==> src/rtl/hazard_forward_unit_pkg.sv <==
// Shared types and constants for the hazard/forwarding unit.
package hazard_forward_unit_pkg;

    // Forward-select encoding; a stage k >= 1 entry forwards with select k+1,
    // so deeper trackers continue the numbering past FWD_WB.
    localparam int FWD_RF  = 0;
    localparam int FWD_EXE = 1;
    localparam int FWD_MEM = 2;
    localparam int FWD_WB  = 3;

    // Width of the saturating stall-cycle counter.
    localparam int STALL_CNT_W = 16;

    // Control part of one tracked in-flight instruction. The destination index
    // and data payload depend on module parameters, so they are kept in
    // parallel arrays indexed the same way as these flags.
    typedef struct packed {
        logic valid;
        logic wrt_en;
        logic is_load;
        logic ready;
    } entry_flags_t;

endpackage

==> src/rtl/hazard_forward_unit_fwd_source_lookup.sv <==
// Priority lookup of one decode source operand against the in-flight tracker.
module fwd_source_lookup
    import hazard_forward_unit_pkg::*;
#(
    parameter int DBITS               = 32,
    parameter int REG_INDEX_BIT_WIDTH = 4,
    parameter int DEPTH               = 3,
    parameter int SEL_BITS            = $clog2(DEPTH + 1)
) (
    input  logic                           src_used,
    input  logic [REG_INDEX_BIT_WIDTH-1:0] src_index,
    input  entry_flags_t                   flags [DEPTH],
    input  logic [REG_INDEX_BIT_WIDTH-1:0] dst [DEPTH],
    input  logic [DBITS-1:0]               data [DEPTH],
    input  logic [DBITS-1:0]               exe_result,
    input  logic [DBITS-1:0]               mem_result,
    output logic [SEL_BITS-1:0]            sel,
    output logic [DBITS-1:0]               fwd_data,
    output logic                           load_use
);

    logic found;

    // Youngest matching writer wins; a load still in EXE cannot forward and flags a load-use hazard.
    always_comb begin
        sel      = SEL_BITS'(FWD_RF);
        fwd_data = '0;
        load_use = 1'b0;
        found    = 1'b0;
        for (int k = 0; k < DEPTH; k++) begin
            if (!found && src_used && flags[k].valid && flags[k].wrt_en && (dst[k] == src_index)) begin
                found = 1'b1;
                if (k == 0) begin
                    if (flags[k].is_load) begin
                        load_use = 1'b1;
                    end else begin
                        sel      = SEL_BITS'(FWD_EXE);
                        fwd_data = exe_result;
                    end
                end else if (flags[k].ready) begin
                    sel      = SEL_BITS'(k + 1);
                    fwd_data = data[k];
                end else begin
                    sel      = SEL_BITS'(FWD_MEM);
                    fwd_data = mem_result;
                end
            end
        end
    end

endmodule

==> src/rtl/hazard_forward_unit.sv <==
// Load-use stall detection and operand bypass selection for an in-order pipeline.
module hazard_forward_unit
    import hazard_forward_unit_pkg::*;
#(
    parameter int DBITS               = 32,
    parameter int REG_INDEX_BIT_WIDTH = 4,
    parameter int DEPTH               = 3,
    parameter int SEL_BITS            = $clog2(DEPTH + 1)
) (
    input  logic                           clk,
    input  logic                           reset,
    input  logic                           advance_en,
    input  logic                           issue_valid,
    input  logic                           issue_wrt_en,
    input  logic                           issue_is_load,
    input  logic [REG_INDEX_BIT_WIDTH-1:0] issue_dst,
    input  logic [REG_INDEX_BIT_WIDTH-1:0] src1_index,
    input  logic [REG_INDEX_BIT_WIDTH-1:0] src2_index,
    input  logic                           src1_used,
    input  logic                           src2_used,
    input  logic [DBITS-1:0]               exe_result,
    input  logic [DBITS-1:0]               mem_result,
    input  logic                           flush,
    output logic                           stall,
    output logic [SEL_BITS-1:0]            fwd1_sel,
    output logic [SEL_BITS-1:0]            fwd2_sel,
    output logic [DBITS-1:0]               fwd1_data,
    output logic [DBITS-1:0]               fwd2_data,
    output logic [STALL_CNT_W-1:0]         stall_cycles
);

    entry_flags_t                   flags_q [DEPTH];
    entry_flags_t                   flags_d [DEPTH];
    logic [REG_INDEX_BIT_WIDTH-1:0] dst_q   [DEPTH];
    logic [REG_INDEX_BIT_WIDTH-1:0] dst_d   [DEPTH];
    logic [DBITS-1:0]               data_q  [DEPTH];
    logic [DBITS-1:0]               data_d  [DEPTH];
    logic [STALL_CNT_W-1:0]         stall_cycles_q;
    logic [STALL_CNT_W-1:0]         stall_cycles_d;
    logic                           load_use1;
    logic                           load_use2;

    fwd_source_lookup #(
        .DBITS              (DBITS),
        .REG_INDEX_BIT_WIDTH(REG_INDEX_BIT_WIDTH),
        .DEPTH              (DEPTH),
        .SEL_BITS           (SEL_BITS)
    ) u_lookup_src1 (
        .src_used  (src1_used),
        .src_index (src1_index),
        .flags     (flags_q),
        .dst       (dst_q),
        .data      (data_q),
        .exe_result(exe_result),
        .mem_result(mem_result),
        .sel       (fwd1_sel),
        .fwd_data  (fwd1_data),
        .load_use  (load_use1)
    );

    fwd_source_lookup #(
        .DBITS              (DBITS),
        .REG_INDEX_BIT_WIDTH(REG_INDEX_BIT_WIDTH),
        .DEPTH              (DEPTH),
        .SEL_BITS           (SEL_BITS)
    ) u_lookup_src2 (
        .src_used  (src2_used),
        .src_index (src2_index),
        .flags     (flags_q),
        .dst       (dst_q),
        .data      (data_q),
        .exe_result(exe_result),
        .mem_result(mem_result),
        .sel       (fwd2_sel),
        .fwd_data  (fwd2_data),
        .load_use  (load_use2)
    );

    // A flushed or empty decode slot never stalls, so flush overrides a load-use hazard.
    always_comb begin
        stall = (load_use1 | load_use2) & issue_valid & ~flush;
    end

    // Next tracker contents: shift one stage per advance, capturing results as entries leave EXE and MEM.
    always_comb begin
        flags_d = flags_q;
        dst_d   = dst_q;
        data_d  = data_q;
        if (advance_en) begin
            if (issue_valid && !stall && !flush) begin
                flags_d[0].valid   = 1'b1;
                flags_d[0].wrt_en  = issue_wrt_en;
                flags_d[0].is_load = issue_is_load;
                flags_d[0].ready   = 1'b0;
                dst_d[0]           = issue_dst;
            end else begin
                flags_d[0] = '0;
                dst_d[0]   = '0;
            end
            data_d[0] = '0;

            flags_d[1]       = flags_q[0];
            flags_d[1].ready = ~flags_q[0].is_load;
            dst_d[1]         = dst_q[0];
            data_d[1]        = exe_result;

            for (int k = 2; k < DEPTH; k++) begin
                flags_d[k] = flags_q[k-1];
                dst_d[k]   = dst_q[k-1];
                data_d[k]  = data_q[k-1];
                if ((k == 2) && !flags_q[1].ready) begin
                    flags_d[k].ready = 1'b1;
                    data_d[k]        = mem_result;
                end
            end
        end
    end

    // Stall counter advances only on cycles the pipeline actually spends stalled, and sticks at all-ones.
    always_comb begin
        stall_cycles_d = stall_cycles_q;
        if (advance_en && stall && (stall_cycles_q != '1)) begin
            stall_cycles_d = stall_cycles_q + 1'b1;
        end
    end

    // Tracker and counter state; reset is active-low and discards every in-flight entry.
    always_ff @(posedge clk or negedge reset) begin
        if (!reset) begin
            for (int k = 0; k < DEPTH; k++) begin
                flags_q[k] <= '0;
                dst_q[k]   <= '0;
                data_q[k]  <= '0;
            end
            stall_cycles_q <= '0;
        end else begin
            flags_q        <= flags_d;
            dst_q          <= dst_d;
            data_q         <= data_d;
            stall_cycles_q <= stall_cycles_d;
        end
    end

    assign stall_cycles = stall_cycles_q;

endmodule

==> config.mk <==
export PLATFORM = sky130hd
export DESIGN_NAME = hazard_forward_unit
export DESIGN_NICKNAME = d
export VERILOG_FILES = /design/src/rtl/hazard_forward_unit_pkg.sv /design/src/rtl/hazard_forward_unit_fwd_source_lookup.sv /design/src/rtl/hazard_forward_unit.sv
export SDC_FILE = /design/constraint.sdc
export NUM_CORES = 1
export LEC_CHECK = 0
export ABC_AREA = 1
export ABC_CLOCK_PERIOD_IN_PS = 1880
export CAP_MARGIN = 10
export CORE_AREA = 10 10 150 138
export DETAILED_ROUTE_END_ITERATION = 16
export DIE_AREA = 0 0 160 148
export PLACE_DENSITY_LB_ADDON = 0.3
export SYNTH_ARGS = -nofsm -noshare
export SYNTH_HDL_FRONTEND = slang
export SYNTH_HIERARCHICAL = 1
export SYNTH_SLANG_ARGS = --single-unit
export TNS_END_PERCENT = 30
==> constraint.sdc <==
create_clock -name clk -period 1.88 [get_ports clk]
set_input_delay 0.282 -clock clk [delete_from_list [all_inputs] [get_ports clk]]
set_output_delay 0.282 -clock clk [all_outputs]
set_load 0.05 [all_outputs]
* Word-level counts from Yosys, hierarchy flattened
Cells that the tools add are included.
** Cells by class
- Reduce and logical (&&, ||, !) cells :: 32
- Multipliers :: 0
- Bitwise operators :: 5
- Shift-type cells :: 0
- Divide/modulo/power cells :: 0
- Multiplexer cells :: 26
- $add $sub $neg :: 1
- Order comparisons :: 0
- Equal/unequal tests :: 7
** Operators by type and width (number)
- $mux 32 :: 9
- $logic_and 1x1->1 :: 26
- $eq 4x4->1 :: 6
- $add 16x1->16 const B :: 1
- $ne 16x16->1 const B :: 1
- $mux 1 :: 10
- $mux 2 :: 5
- $mux 4 :: 2
- $logic_not 1->1 :: 6
- $and 1x1->1 :: 2
- $not 1->1 :: 2
- $or 1x1->1 :: 1
** Storage, ports and cells
- Bits in read-only memories :: 0
- Register bits after elaboration :: 101
- Memory bits (writable) :: 0
- Latch bits :: 0
- Input port bits :: 85
- Output and inout port bits :: 85
- Logic and storage cells :: 86
- Memories :: 0

* Longest topological paths before layout
- Depth in word-level cells :: 16
- Mapped depth :: 14
- Gate-level depth less buffers :: 13

* Hierarchy
Netlist, hierarchy kept.
** By module, submodules not included
- hazard_forward_unit :: sequential area each 2577.5 um2, cells each 552, instances 1, area an instance 4509.3 um2
- fwd_source_lookup :: sequential area each 0.0 um2, cells each 428, instances 2, area an instance 1876.8 um2

* Worst setup path before layout
OpenSTA, ideal clock, no wires.
- Path type :: register to output
- Start point :: register dst_q[10] (netlist name)
- End point :: output stall
- Stages on the path, launching flop included :: 7
- Buffers on the path :: 1
- Path slack :: -0.643 ns
- Data required time :: 1.598 ns
- Data arrival time :: 2.241 ns
- Path through :: dfrtp_1 > xnor2_1 > nand3_4 > clkbuf_1 > nor2_1 > nor2_1 > nor3_1
** Between the ends
- Word-level cells in the longest chain between the ends :: 6
- Elaborated cells between the ends (all ways) :: 9
** RTL lines
- from (decl) :: line hazard_forward_unit.sv:34 : logic [REG_INDEX_BIT_WIDTH-1:0] dst_q [DEPTH];
- from (signal assigned) :: line hazard_forward_unit.sv:138 : dst_q <= dst_d;
- $eq 4x4->1 :: line hazard_forward_unit_fwd_source_lookup.sv:31 : if (!found && src_used && flags[k].valid && flags[k].wrt_en && (dst[k] == src_index)) begin
- $logic_and 1x1->1 :: line hazard_forward_unit_fwd_source_lookup.sv:31
- $mux 1 :: line hazard_forward_unit_fwd_source_lookup.sv:31
- named net load_use2 :: line hazard_forward_unit.sv:41 : logic load_use2;
- $or 1x1->1 :: line hazard_forward_unit.sv:81 : stall = (load_use1 | load_use2) & issue_valid & ~flush;
- $and 1x1->1 (2 in series) :: line hazard_forward_unit.sv:81
- to (decl) :: line hazard_forward_unit.sv:24 : output logic stall,
The timed path passes the listed nets, and every way through them passes these cells.

* Worst setup path after layout
- Start point :: register dst_q[10] (netlist name)
- End point :: output fwd2_data[3]
** Between the ends
- Word-level cells in the longest chain between the ends :: 15
- Elaborated cells between the ends (all ways) :: 17
** RTL lines
- $eq 4x4->1 * :: line hazard_forward_unit_fwd_source_lookup.sv:31
- $logic_and 1x1->1 * :: line hazard_forward_unit_fwd_source_lookup.sv:31
- $mux 1 :: line hazard_forward_unit_fwd_source_lookup.sv:31
- $logic_not 1->1 :: line hazard_forward_unit_fwd_source_lookup.sv:31
- $logic_and 1x1->1 (4 in series) :: line hazard_forward_unit_fwd_source_lookup.sv:31
- $mux 1 :: line hazard_forward_unit_fwd_source_lookup.sv:31
- $logic_not 1->1 :: line hazard_forward_unit_fwd_source_lookup.sv:31
- $logic_and 1x1->1 (4 in series) :: line hazard_forward_unit_fwd_source_lookup.sv:31
- $mux 32 * :: line hazard_forward_unit_fwd_source_lookup.sv:31
- to (decl) :: line hazard_forward_unit.sv:28 : output logic [DBITS-1:0] fwd2_data,
Every way passes the cells marked *; elsewhere a longest branch is shown, timed or not.

==> reports/qor.yml <==
p_int_mw: 3.99
startpoint_type: "register"
cts_inserted_buffers: 9
max_slew.worst_pin.slew_ns: 0.556
detailroute.via_count: 9455
power_leakage_nw: 6.14
drive_gt1_share_pct: 20.6
fin_cells: 1820
drt-total-wl_um: 29000
io_pins: 170
path_class: "register to output pin"
port_buffers: 169
fp.dieArea_mm2: 0.0237
fin_ws_ns: -0.543
syn-instance-count: 1400
dp.cells: 1786
cp.required_ns: 1.60
grt_setup_unrepaired: "yes"
violations: "negative setup slack"
syn-mean-instance-area_um2: 5.85
hold_viol_final: 0
syn_area_mm2: 0.00819
insertion_delay_ns: 0.36
slew_headroom_pct: 62.9
via_per_inst: 5.20
clock_skew_ns: 0.00939
cap_viol_max_count: 0
core_area_mm2: 0.0175
grt_usage_pct: 22.4
p_switching_mw: 1.85
clockBufferDepth: 2
min_period_ns: 2.42
drc: 0
die_y_um: 148
ant_nets: 0
syn_to_final_growth_pct: 44.7
crit_path_end_kind: "output pin"
initial_core_util_pct: 46.8
place_hpwl_um: 19000
grt.overflow.total: 0
switching_share_pct: 31.7
hold_path_depth: 3
rr_worst_depth: 13
grt_pass1_vias: 8698
pwr-share-seq_pct: 43.8
critPathArrivalTime_ns: 2.14
total_power_mw: 5.85
grt_pass1_wl_um: 44200
slew_viol_final: 0
combPwrFrac_pct: 22.6
min_path_type: "input port to register"
cts_sinks: 101
nets: 1660
outcome: "finished with violations"
min_period_over_period_pct: 129
grt_max_degree: 82
cp_max_fo: 5
power.share.clock_pct: 33.6
first_pass_iters: 5
p_per_area_mw_per_mm2: 493
rows: 46
antenna_found_initial: 1
die_w_um: 160
post_drt_wl_per_cell_um: 16.0
drtIter0Drc: 897
clk_pin_slew_ns: 0.07
h-tree-depth: 3
cts_tree: "yes"
ir_drop_uv: 440
clock-root-buffer: "clkbuf_16"
ys_warn_count: 6
setup_viol: 85
place_congestion: 0.906
syn_nets: 1486
max_freq_mhz: 413
[layout make-up]
| class | count | area (µm²) |
|---|---|---|
| inverters | 118 | 453 |
| multi-input cells | 1103 | 5200 |
| clock buffers | 10 | 239 |
| fillers | 1568 | 5640 |
| flip-flops and latches | 101 | 2550 |
| clock inverters | 6 | 68.8 |
| well taps | 240 | 300 |
| repair buffers | 241 | 3040 |
| diodes | 1 | 2.50 |
[worst paths after layout]
check,start,end,slack [ns]
hold / removal,advance_en,dst_q[7],0.25
setup reg to reg,dst_q[10],stall_cycles[10],-0.20
min in group asynchronous,reset,stall_cycles[1],0.45
setup / recovery,dst_q[10],fwd2_data[3],-0.54
hold reg to reg,flags_q[3],flags_q[3],0.51
max in group asynchronous,reset,flags_q[0],1.11
[layout by cell type, fill, tap and decap left out, drive strengths merged, types with 14 or more instances in the layout]
cell and count:
dfrtp 101, nand3 20, nor2 166, clkdlybuf4s50 74, buf 152, clkbuf 14
nand2 646, a21oi 24, inv 120, o21ai 218
[critical path, cell delays in order, from the launching register on]
cell     delay, ns
dfrtp_2       0.46
xnor2_2       0.26
nand3_4       0.15
buf_4         0.17
buf_8         0.12
buf_6         0.13
nand4_1       0.12
nand3_2       0.10
nand2_1       0.08
inv_2         0.04
buf_12        0.14
[stage by stage]
step	hold slack, ns	setup WS (ns)	util (%)	TNS (ns)	cell area, µm²
4_1_cts	0.233	-0.546	65.0	-33.38	11400
3_5_place_dp	0.295	-0.577	61.5	-45.55	10800
3_3_place_gp	0.292	-0.518	61.5	-41.59	10800
5_1_grt	0.260	-0.612	67.7	-43.98	11900
6_report	0.247	-0.543	67.7	-34.86	11900
2_1_floorplan	-0.0136	-0.139	-	-0.787	8210
[power groups by stage]
| stage | Sequential, mW | Combinational (mW) | Clock (mW) |
|---|---|---|---|
| CTS | 2.55 | 1.26 | 2.00 |
| global route | 2.59 | 1.49 | 2.10 |
| finish | 2.56 | 1.32 | 1.97 |
| floorplan | 2.54 | 0.735 | 0 |
| global placement | 2.59 | 1.21 | 0 |
| detailed placement | 2.59 | 1.25 | 0 |
[routing by layer]
layer	part of all wire (%)	GRT usage, %	vias up
li1	-	-	4677
met1	43	28.8	4367
met2	47	36.4	368
met3	8.5	6.55	43
met4	1.7	5.09	0
met5	0	0	-
[state kept, by name, summed over array words and instances (netlist names)]
signal and count:
dst_q 12, data_q 64, flags_q 9, stall_cycles 16
[timing repair]
action                                 4_1_cts  5_1_grt
gates cloned                                 0        5
pin swaps                                   15       35
setup endpoints to repair                   94       90
endpoints found under the hold margin      101        0
hold buffers                                 1        0
buffers inserted                             7        4
resized for setup                           76      102
Note: power is estimated with default switching activity, not from simulation.
